## config.mk

```make
export PLATFORM = sky130hd
export DESIGN_NAME = ysyx_24100006_lsu_axim_flat
export DESIGN_NICKNAME = d
export VERILOG_FILES = /design/src/rtl/ysyx_24100006_lsu_axim_if.sv /design/src/rtl/ysyx_24100006_lsu_axim.sv /design/src/flat_wrapper.sv
export SDC_FILE = /design/constraint.sdc
export NUM_CORES = 1
export LEC_CHECK = 0
export ABC_AREA = 1
export CAP_MARGIN = 20
export CORE_MARGIN = 1.5
export CORE_UTILIZATION = 46
export CTS_CLUSTER_DIAMETER = 120
export CTS_CLUSTER_SIZE = 24
export DETAILED_ROUTE_END_ITERATION = 8
export GPL_TIMING_DRIVEN = 0
export PLACE_DENSITY = 0.86
export SLEW_MARGIN = 5
export SYNTH_ARGS = -nofsm -noshare
export SYNTH_HDL_FRONTEND = slang
export SYNTH_SLANG_ARGS = --single-unit
export TNS_END_PERCENT = 30
```

## constraint.sdc

```tcl
create_clock -name clk -period 2.3 [get_ports clk]
set_clock_uncertainty 0.15 [all_clocks]
set_input_delay 0.46 -clock clk [delete_from_list [all_inputs] [get_ports clk]]
set_output_delay 0.46 -clock clk [all_outputs]
set_load 0.05 [all_outputs]
```

## src/rtl/ysyx_24100006_lsu_axim_if.sv

```systemverilog
// ysyx_24100006_lsu_axim_if: AXI4-lite style bus between the LSU master and a memory slave
//   read address : araddr, arvalid (master) / arready (slave)
//   read data    : rdata, rresp, rvalid (slave) / rready (master)
//   write address: awaddr, awvalid (master) / awready (slave)
//   write data   : wdata, wstrb, wvalid (master) / wready (slave)
//   write resp   : bresp, bvalid (slave) / bready (master)
interface ysyx_24100006_lsu_axim_if;
  logic [31:0] araddr;
  logic        arvalid;
  logic        arready;
  logic [31:0] rdata;
  logic [1:0]  rresp;
  logic        rvalid;
  logic        rready;
  logic [31:0] awaddr;
  logic        awvalid;
  logic        awready;
  logic [31:0] wdata;
  logic [7:0]  wstrb;
  logic        wvalid;
  logic        wready;
  logic [1:0]  bresp;
  logic        bvalid;
  logic        bready;
  modport master (
    output araddr, arvalid, rready, awaddr, awvalid, wdata, wstrb, wvalid, bready,
    input  arready, rdata, rresp, rvalid, awready, wready, bresp, bvalid
  );
  modport slave (
    input  araddr, arvalid, rready, awaddr, awvalid, wdata, wstrb, wvalid, bready,
    output arready, rdata, rresp, rvalid, awready, wready, bresp, bvalid
  );
endinterface

```

## src/rtl/ysyx_24100006_lsu_axim.sv

```systemverilog
// ysyx_24100006_lsu_axim: LSU-to-AXI master, one outstanding load/store at a time
//   clk, reset (sync, active-high)
//   req_valid/req_ready, req_wen, req_op (funct3), req_addr, req_wdata : LSU request
//   resp_valid (1-cycle pulse), resp_rdata (extended load data, 0 for stores), resp_err
//   axi (master modport) : AR/R/AW/W/B channels, word-aligned addresses, byte strobes
//   Optional: define LSU_AXIM_ALIGN_CHECK_EN to reject misaligned h/hu/w requests
//   with an immediate error response and no bus traffic.
module ysyx_24100006_lsu_axim (
  input  logic                            clk,
  input  logic                            reset,
  input  logic                            req_valid,
  output logic                            req_ready,
  input  logic                            req_wen,
  input  logic [2:0]                      req_op,
  input  logic [31:0]                     req_addr,
  input  logic [31:0]                     req_wdata,
  output logic                            resp_valid,
  output logic [31:0]                     resp_rdata,
  output logic                            resp_err,
  ysyx_24100006_lsu_axim_if.master        axi
);
  typedef enum logic [2:0] {IDLE, RD_ADDR, RD_DATA, WR_REQ, WR_RESP} state_t;
  state_t      state_q, state_d;
  logic        req_ready_q, req_ready_d;
  logic [31:0] addr_q, addr_d;
  logic [2:0]  op_q, op_d;
  logic [31:0] wdata_q, wdata_d;
  logic [7:0]  wstrb_q, wstrb_d;
  logic        arvalid_q, arvalid_d;
  logic        rready_q, rready_d;
  logic        awvalid_q, awvalid_d;
  logic        wvalid_q, wvalid_d;
  logic        bready_q, bready_d;
  logic        resp_valid_q, resp_valid_d;
  logic        resp_err_q, resp_err_d;
  logic [31:0] resp_rdata_q, resp_rdata_d;
  logic        misal, aw_done, w_done;
  logic [3:0]  strb_m, strb_s;
  logic [31:0] rshift, load_data;
`ifdef LSU_AXIM_ALIGN_CHECK_EN
  assign misal = (req_op[1:0] == 2'b01 && req_addr[0]) || (req_op[1:0] == 2'b10 && req_addr[1:0] != 2'b00);
`else
  assign misal = 1'b0;
`endif
  // strobe mask truncates at the word boundary for misaligned stores
  assign strb_m    = req_op[1:0] == 2'b00 ? 4'b0001 : req_op[1:0] == 2'b01 ? 4'b0011 : 4'b1111;
  assign strb_s    = strb_m << req_addr[1:0];
  assign rshift    = axi.rdata >> {addr_q[1:0], 3'b000};
  // op_q[2] marks the unsigned variants (bu/hu)
  assign load_data = op_q[1:0] == 2'b00 ? {{24{~op_q[2] & rshift[7]}}, rshift[7:0]} :
                     op_q[1:0] == 2'b01 ? {{16{~op_q[2] & rshift[15]}}, rshift[15:0]} : rshift;
  // a channel is done once its valid has already dropped or handshakes now
  assign aw_done   = !awvalid_q || axi.awready;
  assign w_done    = !wvalid_q || axi.wready;
  always_comb begin
    state_d      = state_q;
    addr_d       = addr_q;
    op_d         = op_q;
    wdata_d      = wdata_q;
    wstrb_d      = wstrb_q;
    arvalid_d    = arvalid_q;
    rready_d     = rready_q;
    awvalid_d    = awvalid_q;
    wvalid_d     = wvalid_q;
    bready_d     = bready_q;
    resp_valid_d = 1'b0;
    resp_err_d   = 1'b0;
    resp_rdata_d = resp_rdata_q;
    case (state_q)
      IDLE: if (req_valid && req_ready_q) begin
        addr_d = req_addr;
        op_d   = req_op;
        if (misal) begin
          resp_valid_d = 1'b1;
          resp_err_d   = 1'b1;
          resp_rdata_d = 32'h0;
        end else if (req_wen) begin
          state_d   = WR_REQ;
          awvalid_d = 1'b1;
          wvalid_d  = 1'b1;
          wdata_d   = req_wdata << {req_addr[1:0], 3'b000};
          wstrb_d   = {4'b0000, strb_s};
        end else begin
          state_d   = RD_ADDR;
          arvalid_d = 1'b1;
        end
      end
      RD_ADDR: if (arvalid_q && axi.arready) begin
        arvalid_d = 1'b0;
        rready_d  = 1'b1;
        state_d   = RD_DATA;
      end
      RD_DATA: if (rready_q && axi.rvalid) begin
        rready_d     = 1'b0;
        resp_valid_d = 1'b1;
        resp_err_d   = |axi.rresp;
        resp_rdata_d = load_data;
        state_d      = IDLE;
      end
      WR_REQ: begin
        awvalid_d = awvalid_q && !axi.awready;
        wvalid_d  = wvalid_q && !axi.wready;
        if (aw_done && w_done) begin
          bready_d = 1'b1;
          state_d  = WR_RESP;
        end
      end
      WR_RESP: if (bready_q && axi.bvalid) begin
        bready_d     = 1'b0;
        resp_valid_d = 1'b1;
        resp_err_d   = |axi.bresp;
        resp_rdata_d = 32'h0;
        state_d      = IDLE;
      end
      default: state_d = IDLE;
    endcase
    req_ready_d = state_d == IDLE;
  end
  always_ff @(posedge clk) begin
    if (reset) begin
      state_q      <= IDLE;
      req_ready_q  <= 1'b0;
      addr_q       <= 32'h0;
      op_q         <= 3'h0;
      wdata_q      <= 32'h0;
      wstrb_q      <= 8'h0;
      arvalid_q    <= 1'b0;
      rready_q     <= 1'b0;
      awvalid_q    <= 1'b0;
      wvalid_q     <= 1'b0;
      bready_q     <= 1'b0;
      resp_valid_q <= 1'b0;
      resp_err_q   <= 1'b0;
      resp_rdata_q <= 32'h0;
    end else begin
      state_q      <= state_d;
      req_ready_q  <= req_ready_d;
      addr_q       <= addr_d;
      op_q         <= op_d;
      wdata_q      <= wdata_d;
      wstrb_q      <= wstrb_d;
      arvalid_q    <= arvalid_d;
      rready_q     <= rready_d;
      awvalid_q    <= awvalid_d;
      wvalid_q     <= wvalid_d;
      bready_q     <= bready_d;
      resp_valid_q <= resp_valid_d;
      resp_err_q   <= resp_err_d;
      resp_rdata_q <= resp_rdata_d;
    end
  end
  assign req_ready   = req_ready_q;
  assign resp_valid  = resp_valid_q;
  assign resp_err    = resp_err_q;
  assign resp_rdata  = resp_rdata_q;
  assign axi.araddr  = {addr_q[31:2], 2'b00};
  assign axi.awaddr  = {addr_q[31:2], 2'b00};
  assign axi.arvalid = arvalid_q;
  assign axi.rready  = rready_q;
  assign axi.awvalid = awvalid_q;
  assign axi.wvalid  = wvalid_q;
  assign axi.wdata   = wdata_q;
  assign axi.wstrb   = wstrb_q;
  assign axi.bready  = bready_q;
endmodule
```

## src/flat_wrapper.sv

```systemverilog
// flat-port wrapper written by rule: the top's interface ports become plain ports
module ysyx_24100006_lsu_axim_flat 
  (clk, reset, req_valid, req_ready, req_wen, req_op, req_addr, req_wdata, resp_valid, resp_rdata, resp_err, axi_araddr, axi_arvalid, axi_rready, axi_awaddr, axi_awvalid, axi_wdata, axi_wstrb, axi_wvalid, axi_bready, axi_arready, axi_rdata, axi_rresp, axi_rvalid, axi_awready, axi_wready, axi_bresp, axi_bvalid);
  ysyx_24100006_lsu_axim_if axi_i ();
  input  logic clk;
  input  logic reset;
  input  logic req_valid;
  output logic req_ready;
  input  logic req_wen;
  input  logic [2:0] req_op;
  input  logic [31:0] req_addr;
  input  logic [31:0] req_wdata;
  output logic resp_valid;
  output logic [31:0] resp_rdata;
  output logic resp_err;
  output wire logic [$bits(axi_i.araddr)-1:0] axi_araddr;
  output wire logic [$bits(axi_i.arvalid)-1:0] axi_arvalid;
  output wire logic [$bits(axi_i.rready)-1:0] axi_rready;
  output wire logic [$bits(axi_i.awaddr)-1:0] axi_awaddr;
  output wire logic [$bits(axi_i.awvalid)-1:0] axi_awvalid;
  output wire logic [$bits(axi_i.wdata)-1:0] axi_wdata;
  output wire logic [$bits(axi_i.wstrb)-1:0] axi_wstrb;
  output wire logic [$bits(axi_i.wvalid)-1:0] axi_wvalid;
  output wire logic [$bits(axi_i.bready)-1:0] axi_bready;
  input wire logic [$bits(axi_i.arready)-1:0] axi_arready;
  input wire logic [$bits(axi_i.rdata)-1:0] axi_rdata;
  input wire logic [$bits(axi_i.rresp)-1:0] axi_rresp;
  input wire logic [$bits(axi_i.rvalid)-1:0] axi_rvalid;
  input wire logic [$bits(axi_i.awready)-1:0] axi_awready;
  input wire logic [$bits(axi_i.wready)-1:0] axi_wready;
  input wire logic [$bits(axi_i.bresp)-1:0] axi_bresp;
  input wire logic [$bits(axi_i.bvalid)-1:0] axi_bvalid;
  assign axi_araddr = axi_i.araddr;
  assign axi_arvalid = axi_i.arvalid;
  assign axi_rready = axi_i.rready;
  assign axi_awaddr = axi_i.awaddr;
  assign axi_awvalid = axi_i.awvalid;
  assign axi_wdata = axi_i.wdata;
  assign axi_wstrb = axi_i.wstrb;
  assign axi_wvalid = axi_i.wvalid;
  assign axi_bready = axi_i.bready;
  assign axi_i.arready = axi_arready;
  assign axi_i.rdata = axi_rdata;
  assign axi_i.rresp = axi_rresp;
  assign axi_i.rvalid = axi_rvalid;
  assign axi_i.awready = axi_awready;
  assign axi_i.wready = axi_wready;
  assign axi_i.bresp = axi_bresp;
  assign axi_i.bvalid = axi_bvalid;
  ysyx_24100006_lsu_axim u_core (.clk(clk), .reset(reset), .req_valid(req_valid), .req_ready(req_ready), .req_wen(req_wen), .req_op(req_op), .req_addr(req_addr), .req_wdata(req_wdata), .resp_valid(resp_valid), .resp_rdata(resp_rdata), .resp_err(resp_err), .axi(axi_i));
endmodule
```

# ---- Yosys cells after proc, flatten, opt, wreduce, memory -nomap -nowiden
# Index checks and enable logic that the tools add are counted.
dict set report word_totals {
  regBits 114
  in_bits 112
  output_inout_bits 144
  word_cells 98
}
dict set report op_classes {
  n_eq_ne 13
  shift 3
  n_mux 34
  bitwise_logic 3
  reduce_logical 31
}
# op n
set op_table {}
lappend op_table {{2-to-1 mux 32 bit} 4}
lappend op_table {{one-hot mux 32 bit (2 select lines)} 1}
lappend op_table {{left shift 32 x 5 -> 32 bit} 1}
lappend op_table {{>> shifter 32 x 5 -> 32 bit} 1}
lappend op_table {{2-to-1 mux 3 bit} 5}
lappend op_table {{one-hot mux 3 bit (5 select lines)} 1}
lappend op_table {{AND reduction 3 bit} 5}
lappend op_table {{one-hot mux 1 bit (2 select lines)} 7}
lappend op_table {{2-to-1 mux 1 bit} 13}
lappend op_table {{inequality test 2 x 1 -> 1 bit, second input constant} 5}
lappend op_table {{nonzero test 2 bit} 5}
lappend op_table {{2-to-1 mux 4 bit} 2}
lappend op_table {{logical AND 1 bit} 7}
lappend op_table {{== test 3 x 2 -> 1 bit, second input constant} 2}
lappend op_table {{zero test 3 bit} 2}
lappend op_table {{== test 2 x 1 -> 1 bit, second input constant} 2}
lappend op_table {{zero test 1 bit} 4}
lappend op_table {{zero test 2 bit} 2}
lappend op_table {{inequality test 2 bit, second input constant} 2}
lappend op_table {{AND reduction 4 bit} 1}
lappend op_table {{OR reduction 2 bit} 2}
lappend op_table {{left shift 4 x 2 -> 4 bit} 1}
lappend op_table {{== test 3 x 1 -> 1 bit, second input constant} 1}
lappend op_table {{== test 3 bit, second input constant} 1}
lappend op_table {{5 further kinds} 7}

# ---- Depth between registers and ports, before layout
# Gate-level depths: netlist of run 1.
dict set report logic_depth {
  ltp_word 6
  ltp_mapped 9
  depth_no_buf 9
}

# ---- Worst setup path after synthesis of run 1
# Ideal clock, no wire load.
dict set report synth_path {
  path_type {flip-flop to flip-flop}
  startpoint {register u_core.rready_q, in the netlist u_core.axi.rready}
  endpoint {register u_core.resp_rdata_q[21], in the netlist u_core.resp_rdata[21]}
  setup_ns 0.128
  arrival_time_ns 1.512
  required_time_ns 2.022
  path_slack_ns 0.510
  stages_incl_launch_ff 9
  n_path_buf 1
  period_less_slack_ns 1.790
  path_cell_list {dfxtp_1 > nand2_1 > nor3_4 > nor2_8 > inv_2 > buf_4 > nor2_1 > nor2_1 > nor2_1}
}
dict set report synth_via {
  elab_chain_cells 3
}
# element line_no
set synth_rtl {}
lappend synth_rtl {{from (decl)} ysyx_24100006_lsu_axim.sv:30} ;# logic rready_q, rready_d;
lappend synth_rtl {{from (signal assigned)} ysyx_24100006_lsu_axim.sv:143} ;# rready_q <= rready_d;
lappend synth_rtl {{logical AND 1 bit} ysyx_24100006_lsu_axim.sv:93} ;# RD_DATA: if (rready_q && axi.rvalid) begin
lappend synth_rtl {{inequality test 2 x 1 -> 1 bit (no line)} -}
lappend synth_rtl {{AND reduction 3 bit (no line)} -}
lappend synth_rtl {{to (signal assigned)} ysyx_24100006_lsu_axim.sv:149} ;# resp_rdata_q <= resp_rdata_d;
lappend synth_rtl {{to (decl)} ysyx_24100006_lsu_axim.sv:36} ;# logic [31:0] resp_rdata_q, resp_rdata_d;
# No other way between the ends.
# A chain may end at the register's enable or synchronous reset.

# ---- Final worst setup path of run 1
dict set report layout_path {
  startpoint {register u_core.wdata_q[16], in the netlist u_core.axi.wdata[16]}
  endpoint {output axi_wdata[16]}
}
# element line_no
set layout_rtl {}
lappend layout_rtl {{from (decl)} ysyx_24100006_lsu_axim.sv:27} ;# logic [31:0] wdata_q, wdata_d;
lappend layout_rtl {{from (signal assigned)} ysyx_24100006_lsu_axim.sv:140} ;# wdata_q <= wdata_d;
lappend layout_rtl {{to (decl)} flat_wrapper.sv:21} ;# output wire logic [$bits(axi_i.wdata)-1:0] axi_wdata;
# No word-level cell between the ends.

==> impl_metrics.py, run 1 <==
metrics = {
    "run_status": {
        "status": "complete, no violations",
    },
    "detailed_routing": {
        "ant_nets": 0,
        "wl_per_cell_um": 15.2,
        "drt_wl_total_um": 19900,
        "remaining_drc_errors": 0,
        "first_pass_iters": 5,
        "vias_per_cell": 5.03,
        "drt_iter0_drc": 476,
        "via_count": 6608,
    },
    "grt": {
        "grt_overflow": 0,
        "grt_usage": 0.294,
        "antenna_found_initial": 0,
        "grt_max_degree": 17,
        "grt_pass1_wl_um": 30900,
        "grt_pass1_vias": 6284,
    },
    "clock_tree": {
        "cts_post_setup_buffers_inserted": 0,
        "numCtsBuffers": 17,
        "clk_pin_slew_ns": 0.06,
        "clock_tree.root_cell": "clkbuf_16",
        "clockBufferDepth": 2,
        "insertion_delay_ns": 0.41,
        "cts.sinks": 114,
        "htree_levels": 4,
        "cts_hold_buf": 0,
        "cts_tree": "built",
    },
    "finish": {
        "final_core_util": 0.725,
        "drive_gt1_frac": 0.169,
        "nets": 1241,
        "antenna_cells": 0,
        "area_growth_pct": 54.0,
    },
    "critical_path": {
        "r2r_cells": 7,
        "cpLargestDelayFamily": "buffers and inverters",
        "cp.required_ns": 1.69,
        "setup.worst_path.start_class": "register",
        "r2r_slack_ns": 0.57,
        "r2r-start": "u_core.op_q[1]",
        "slowest_stage": "clkdlybuf4s50_1",
        "crit_chain": "clkdlybuf4s50_1",
        "cp-end-kind": "output pin",
        "crit_fanout": 2,
        "crit_buf_inv": 1,
        "cp.depth": 1,
        "slowest_delay_ns": 0.86,
        "arrival_ns": 1.65,
        "path_class": "register to output pin",
        "timing.rr.end": "u_core.resp_rdata[15]",
    },
    "min_path": {
        "min_from": "u_core.resp_rdata[19]",
        "hold_depth": 2,
        "hold_class": "register to register",
        "min_to": "u_core.resp_rdata[19]",
    },
    "timing": {
        "hold_viol": 0,
        "fin_crit_ns": 2.26,
        "setup_violations": 0,
        "rsz0062_at_grt": "false",
        "tightest_slew_ns": 0.609,
        "slew_viol_final": 0,
        "clock.fmax_mhz": 443,
        "slew_headroom": 0.594,
        "fin_crit_sh": 0.981,
    },
    "synthesis": {
        "async_flop_share": 0,
        "synth.distinct_cells": 33,
        "synth_edf_count": 0,
        "synth_top_area_cell": "dfxtp_1",
        "ys_ff_latch": 114,
        "synth.area.top_cells": "dfxtp_1 38%, nand2_1 14%, buf_4 9.6%, a21oi_1 7.6%, o21ai_0 5.4%",
        "yosysMostFrequentCell": "nand2_1",
        "synthesis.area_um2": 5940,
        "syn_inst": 857,
        "yosys-top-cells-count": "216 x nand2_1, 114 x dfxtp_1, 90 x a21oi_1",
        "synthFlopType": "dfxtp_1",
        "yosys_warnings": 0,
        "synth.avg_cell_area_um2": 6.93,
        "yosys.area.top_type_share": 0.384,
        "ys_seq_area_frac": 0.384,
    },
    "die": {
        "die_area_um2": 13600,
        "start_util": 0.470,
        "core_area_um2": 12600,
        "rows": 41,
        "die_w_um": 117,
        "io_pins": 256,
        "die_h_um": 117,
    },
    "job": {
        "max_cap_violations": 0,
    },
    "power": {
        "p_leak_nw": 4.16,
        "p_total_mw": 6.51,
        "peakVddDrop_mv": 0.591,
        "powerDensity_nw_per_um2": 712,
    },
    "placed_design": {
        "place_congestion": 0.912,
        "portBuffers": 246,
        "dp_hpwl_um": 15200,
    },
}
-- placed cells by master (no fill, tap or decap), types with 21 or more instances in the layout --
cell type,count
buf_4,118
dfxtp_1,114
buf_2,21
nand3_1,63
nor2_1,70
clkbuf_1,21
nand2_1,216
a21oi_1,90
clkdlybuf4s50_1,186
o21ai_0,64
inv_1,43
-- per-stage QoR --
step	cells	hold WS (ns)	setup TNS [ns]	worst slack, ns	area, um^2
finish	1314	0.313	0	0.0433	9140
CTS	1314	0.313	0	0.000541	9180
detailed placement	1282	0.304	-0.00854	-0.00854	8640
global placement	1282	0.302	0	0.00594	8640
floorplan	864	0.300	0	0.510	5960
global route	1314	0.331	0	0.00618	9140
-- timing repair --
action | 4_1_cts | 5_1_grt
gates cloned | 0 | 0
gates resized for setup | 20 | 40
endpoints found under the setup margin | 20 | 40
-- cells by family after synthesis --
logic type             after synthesis  synth area share
flip-flops                         114             0.384
buffers and inverters              174             0.165
multiplexers                         4           0.00675
AND/OR/NAND/NOR                    376             0.272
AO/OA/AOI/OAI                      188             0.171
other                                1          0.000632
-- layer usage --
layer / share of wire / track usage
met3: 0.077 / 0.0861
met2: 0.49 / 0.510
met1: 0.40 / 0.345
met5: 0 / 0
met4: 0.029 / 0.113
-- report_power, final --
group | total, mW | switching [mW] | leakage, nW | internal [mW]
sequential | 2.14 | 0.0728 | 0.924 | 2.07
combinational | 1.73 | 1.08 | 2.96 | 0.652
clock | 2.64 | 1.10 | 0.282 | 1.54
-- flip-flops by register name (all words and copies together) (netlist names) --
register	count
u_core.addr_q	32
u_core.axi.wdata	32
u_core.resp_rdata	32
u_core.axi.wstrb	4
u_core.op_q	3
u_core.state_q	3
u_core.axi.arvalid	1
u_core.axi.awvalid	1
u_core.axi.bready	1
u_core.axi.rready	1
u_core.axi.wvalid	1
u_core.req_ready	1
u_core.resp_err	1
u_core.resp_valid	1
-- cell type report --
class                      instances  area [um^2]
fill                            1072         3480
multi-input combinational        576         2700
timing repair buffer             246         2380
sequential                       114         2280
buffer                           123          788
clock buffer                      17          425
tap                              172          215
inverter                          51          191
clock inverter                    15          161
-- how the worst max path moves through the flow --
stage / startpoint / endpoint / slack, ns
finish: u_core.axi.wdata[16] / axi_wdata[16] / 0.04
floorplan: u_core.axi.rready / u_core.resp_rdata[21] / 0.51
detailed placement: reset / u_core.axi.bready / -0.009
global route: u_core.axi.wdata[16] / axi_wdata[16] / 0.006
CTS: u_core.addr_q[24] / axi_awaddr[24] / 0.0005
global placement: reset / u_core.axi.bready / 0.006
Power figures use the tool's default switching activity.
==> run 2, diff against run 1 <==
--- a/config.mk
+++ b/config.mk
@@ -7,13 +7,15 @@
 export LEC_CHECK = 0
 export ABC_AREA = 1
 export CAP_MARGIN = 20
+export CELL_PAD_IN_SITES_DETAIL_PLACEMENT = 1
+export CELL_PAD_IN_SITES_GLOBAL_PLACEMENT = 2
 export CORE_MARGIN = 1.5
-export CORE_UTILIZATION = 46
+export CORE_UTILIZATION = 24
 export CTS_CLUSTER_DIAMETER = 120
 export CTS_CLUSTER_SIZE = 24
 export DETAILED_ROUTE_END_ITERATION = 8
 export GPL_TIMING_DRIVEN = 0
-export PLACE_DENSITY = 0.86
+export PLACE_DENSITY_LB_ADDON = 0.1
 export SLEW_MARGIN = 5
 export SYNTH_ARGS = -nofsm -noshare
 export SYNTH_HDL_FRONTEND = slang
==> impl_metrics.py, run 2 (synthesized netlist as in run 1, its figures left out) <==
metrics = {
    "clock_tree": {
        "cts_tree": "built",
        "clock_tree.root_cell": "clkbuf_16",
        "insertion_delay_ns": 0.42,
        "cts.sinks": 114,
        "clk_pin_slew_ns": 0.05,
        "numCtsBuffers": 17,
        "clockBufferDepth": 2,
        "htree_levels": 4,
    },
    "timing": {
        "tns_ns": 0,
        "slew_viol_final": 0,
        "slew_headroom": 0.528,
        "tightest_slew_ns": 0.708,
        "rsz0062_at_grt": "false",
        "fin_crit_sh": 0.970,
        "clock.fmax_mhz": 448,
        "setup_violations": 0,
        "hold_viol": 0,
        "fin_ws_ns": 0.0690,
        "fin_crit_ns": 2.23,
    },
    "die": {
        "die_area_um2": 25700,
        "core_area_um2": 24300,
        "die_w_um": 160,
        "start_util": 0.244,
        "die_h_um": 160,
        "rows": 57,
        "io_pins": 256,
    },
    "finish": {
        "final_common_cell": "nand2_1",
        "area_growth_pct": 57.5,
        "antenna_cells": 0,
        "final_cells": 1465,
        "nets": 1241,
        "drive_gt1_frac": 0.167,
        "final_core_util": 0.384,
        "final_cell_mix": "216 x nand2_1, 186 x clkdlybuf4s50_1, 119 x buf_4",
    },
    "grt": {
        "grt_max_degree": 17,
        "grt_usage": 0.188,
        "antenna_found_initial": 1,
        "grt_pass1_vias": 6654,
        "grt_overflow": 0,
        "grt_pass1_wl_um": 37200,
    },
    "critical_path": {
        "arrival_ns": 1.62,
        "cp.required_ns": 1.69,
        "crit_buf_inv": 1,
        "crit_fanout": 4,
        "cpLargestDelayFamily": "buffers and inverters",
        "r2r_cells": 7,
        "cp-end-kind": "output pin",
        "timing.rr.end": "u_core.resp_rdata[9]",
        "crit_chain": "clkdlybuf4s50_1",
        "slowest_delay_ns": 0.85,
        "r2r-start": "u_core.op_q[1]",
        "setup.worst_path.start_class": "register",
        "r2r_slack_ns": 0.49,
        "path_class": "register to output pin",
        "slowest_stage": "clkdlybuf4s50_1",
    },
    "detailed_routing": {
        "remaining_drc_errors": 0,
        "first_pass_iters": 6,
        "ant_nets": 0,
        "met1_length_um": 10800,
        "wl_met2_um": 11400,
        "wl_per_cell_um": 16.2,
        "drt_wl_total_um": 23700,
        "dr_wl_met3_um": 1310,
        "via_count": 6397,
        "dr.max_layer_used": "met4",
        "drt_iter0_drc": 223,
        "vias_per_cell": 4.37,
    },
    "placed_design": {
        "dp_hpwl_um": 18700,
        "pre_cts_slack_ns": -0.251,
        "place_congestion": 0.864,
        "dp.cells": 1434,
        "portBuffers": 246,
    },
    "job": {
        "max_cap_violations": 0,
    },
    "min_path": {
        "hold_depth": 2,
        "min_from": "u_core.resp_rdata[31]",
        "hold_class": "register to register",
        "min_to": "u_core.resp_rdata[31]",
    },
    "power": {
        "peakVddDrop_mv": 0.369,
        "powerDensity_nw_per_um2": 720,
        "p_leak_nw": 4.12,
        "p_total_mw": 6.74,
    },
    "run_status": {
        "status": "complete, no violations",
    },
}
==> run 2: metal layers <==
layer	GRT usage	vias to the layer above
met5	0	-
met4	0.0446	0
met3	0.0509	15
met2	0.318	167
met1	0.236	2948
li1	-	3267
==> run 2: how the worst max path moves through the flow <==
stage | start | endpoint | slack, ns | cells past startpoint
3_3_place_gp | reset | u_core.axi.wdata[12] | -0.24 | 4
2_1_floorplan | u_core.axi.rready | u_core.resp_rdata[21] | 0.51 | 8
6_report | u_core.axi.arvalid | axi_arvalid | 0.07 | 1
5_1_grt | u_core.axi.arvalid | axi_arvalid | 0.02 | 1
4_1_cts | u_core.addr_q[30] | axi_awaddr[30] | 0.002 | 2
3_5_place_dp | reset | u_core.axi.wdata[8] | -0.25 | 4
==> run 2: power breakdown <==
part / total [mW] / internal, mW / switching (mW) / leakage (nW)
logic: 1.75 / 0.650 / 1.10 / 2.90
clock network: 2.84 / 1.86 / 0.980 / 0.295
registers: 2.14 / 2.07 / 0.0718 / 0.924
total: 6.74 / 4.58 / 2.16 / 4.12
==> run 2: area by class of cell <==
| cell class | count | area (um^2) |
|---|---|---|
| buffer | 123 | 788 |
| clock buffer | 21 | 460 |
| clock inverter | 10 | 158 |
| fill | 3034 | 15000 |
| inverter | 51 | 191 |
| multi-input combinational | 576 | 2700 |
| sequential | 114 | 2280 |
| tap | 324 | 405 |
| timing repair buffer | 246 | 2360 |
==> run 2: what timing repair did <==
item	CTS	global route
endpoints found under the setup margin	33	27
buffers inserted	0	0
hold buffers	0	0
resized for setup	33	27
hold endpoints to repair	0	0
==> run 2: metrics by stage <==
step	hold slack (ns)	area, um^2
final	0.312	9350
after global routing	0.327	9350
after CTS	0.315	9380
after detailed placement	0.307	8830
after global placement	0.302	8830
after floorplan	0.300	5960
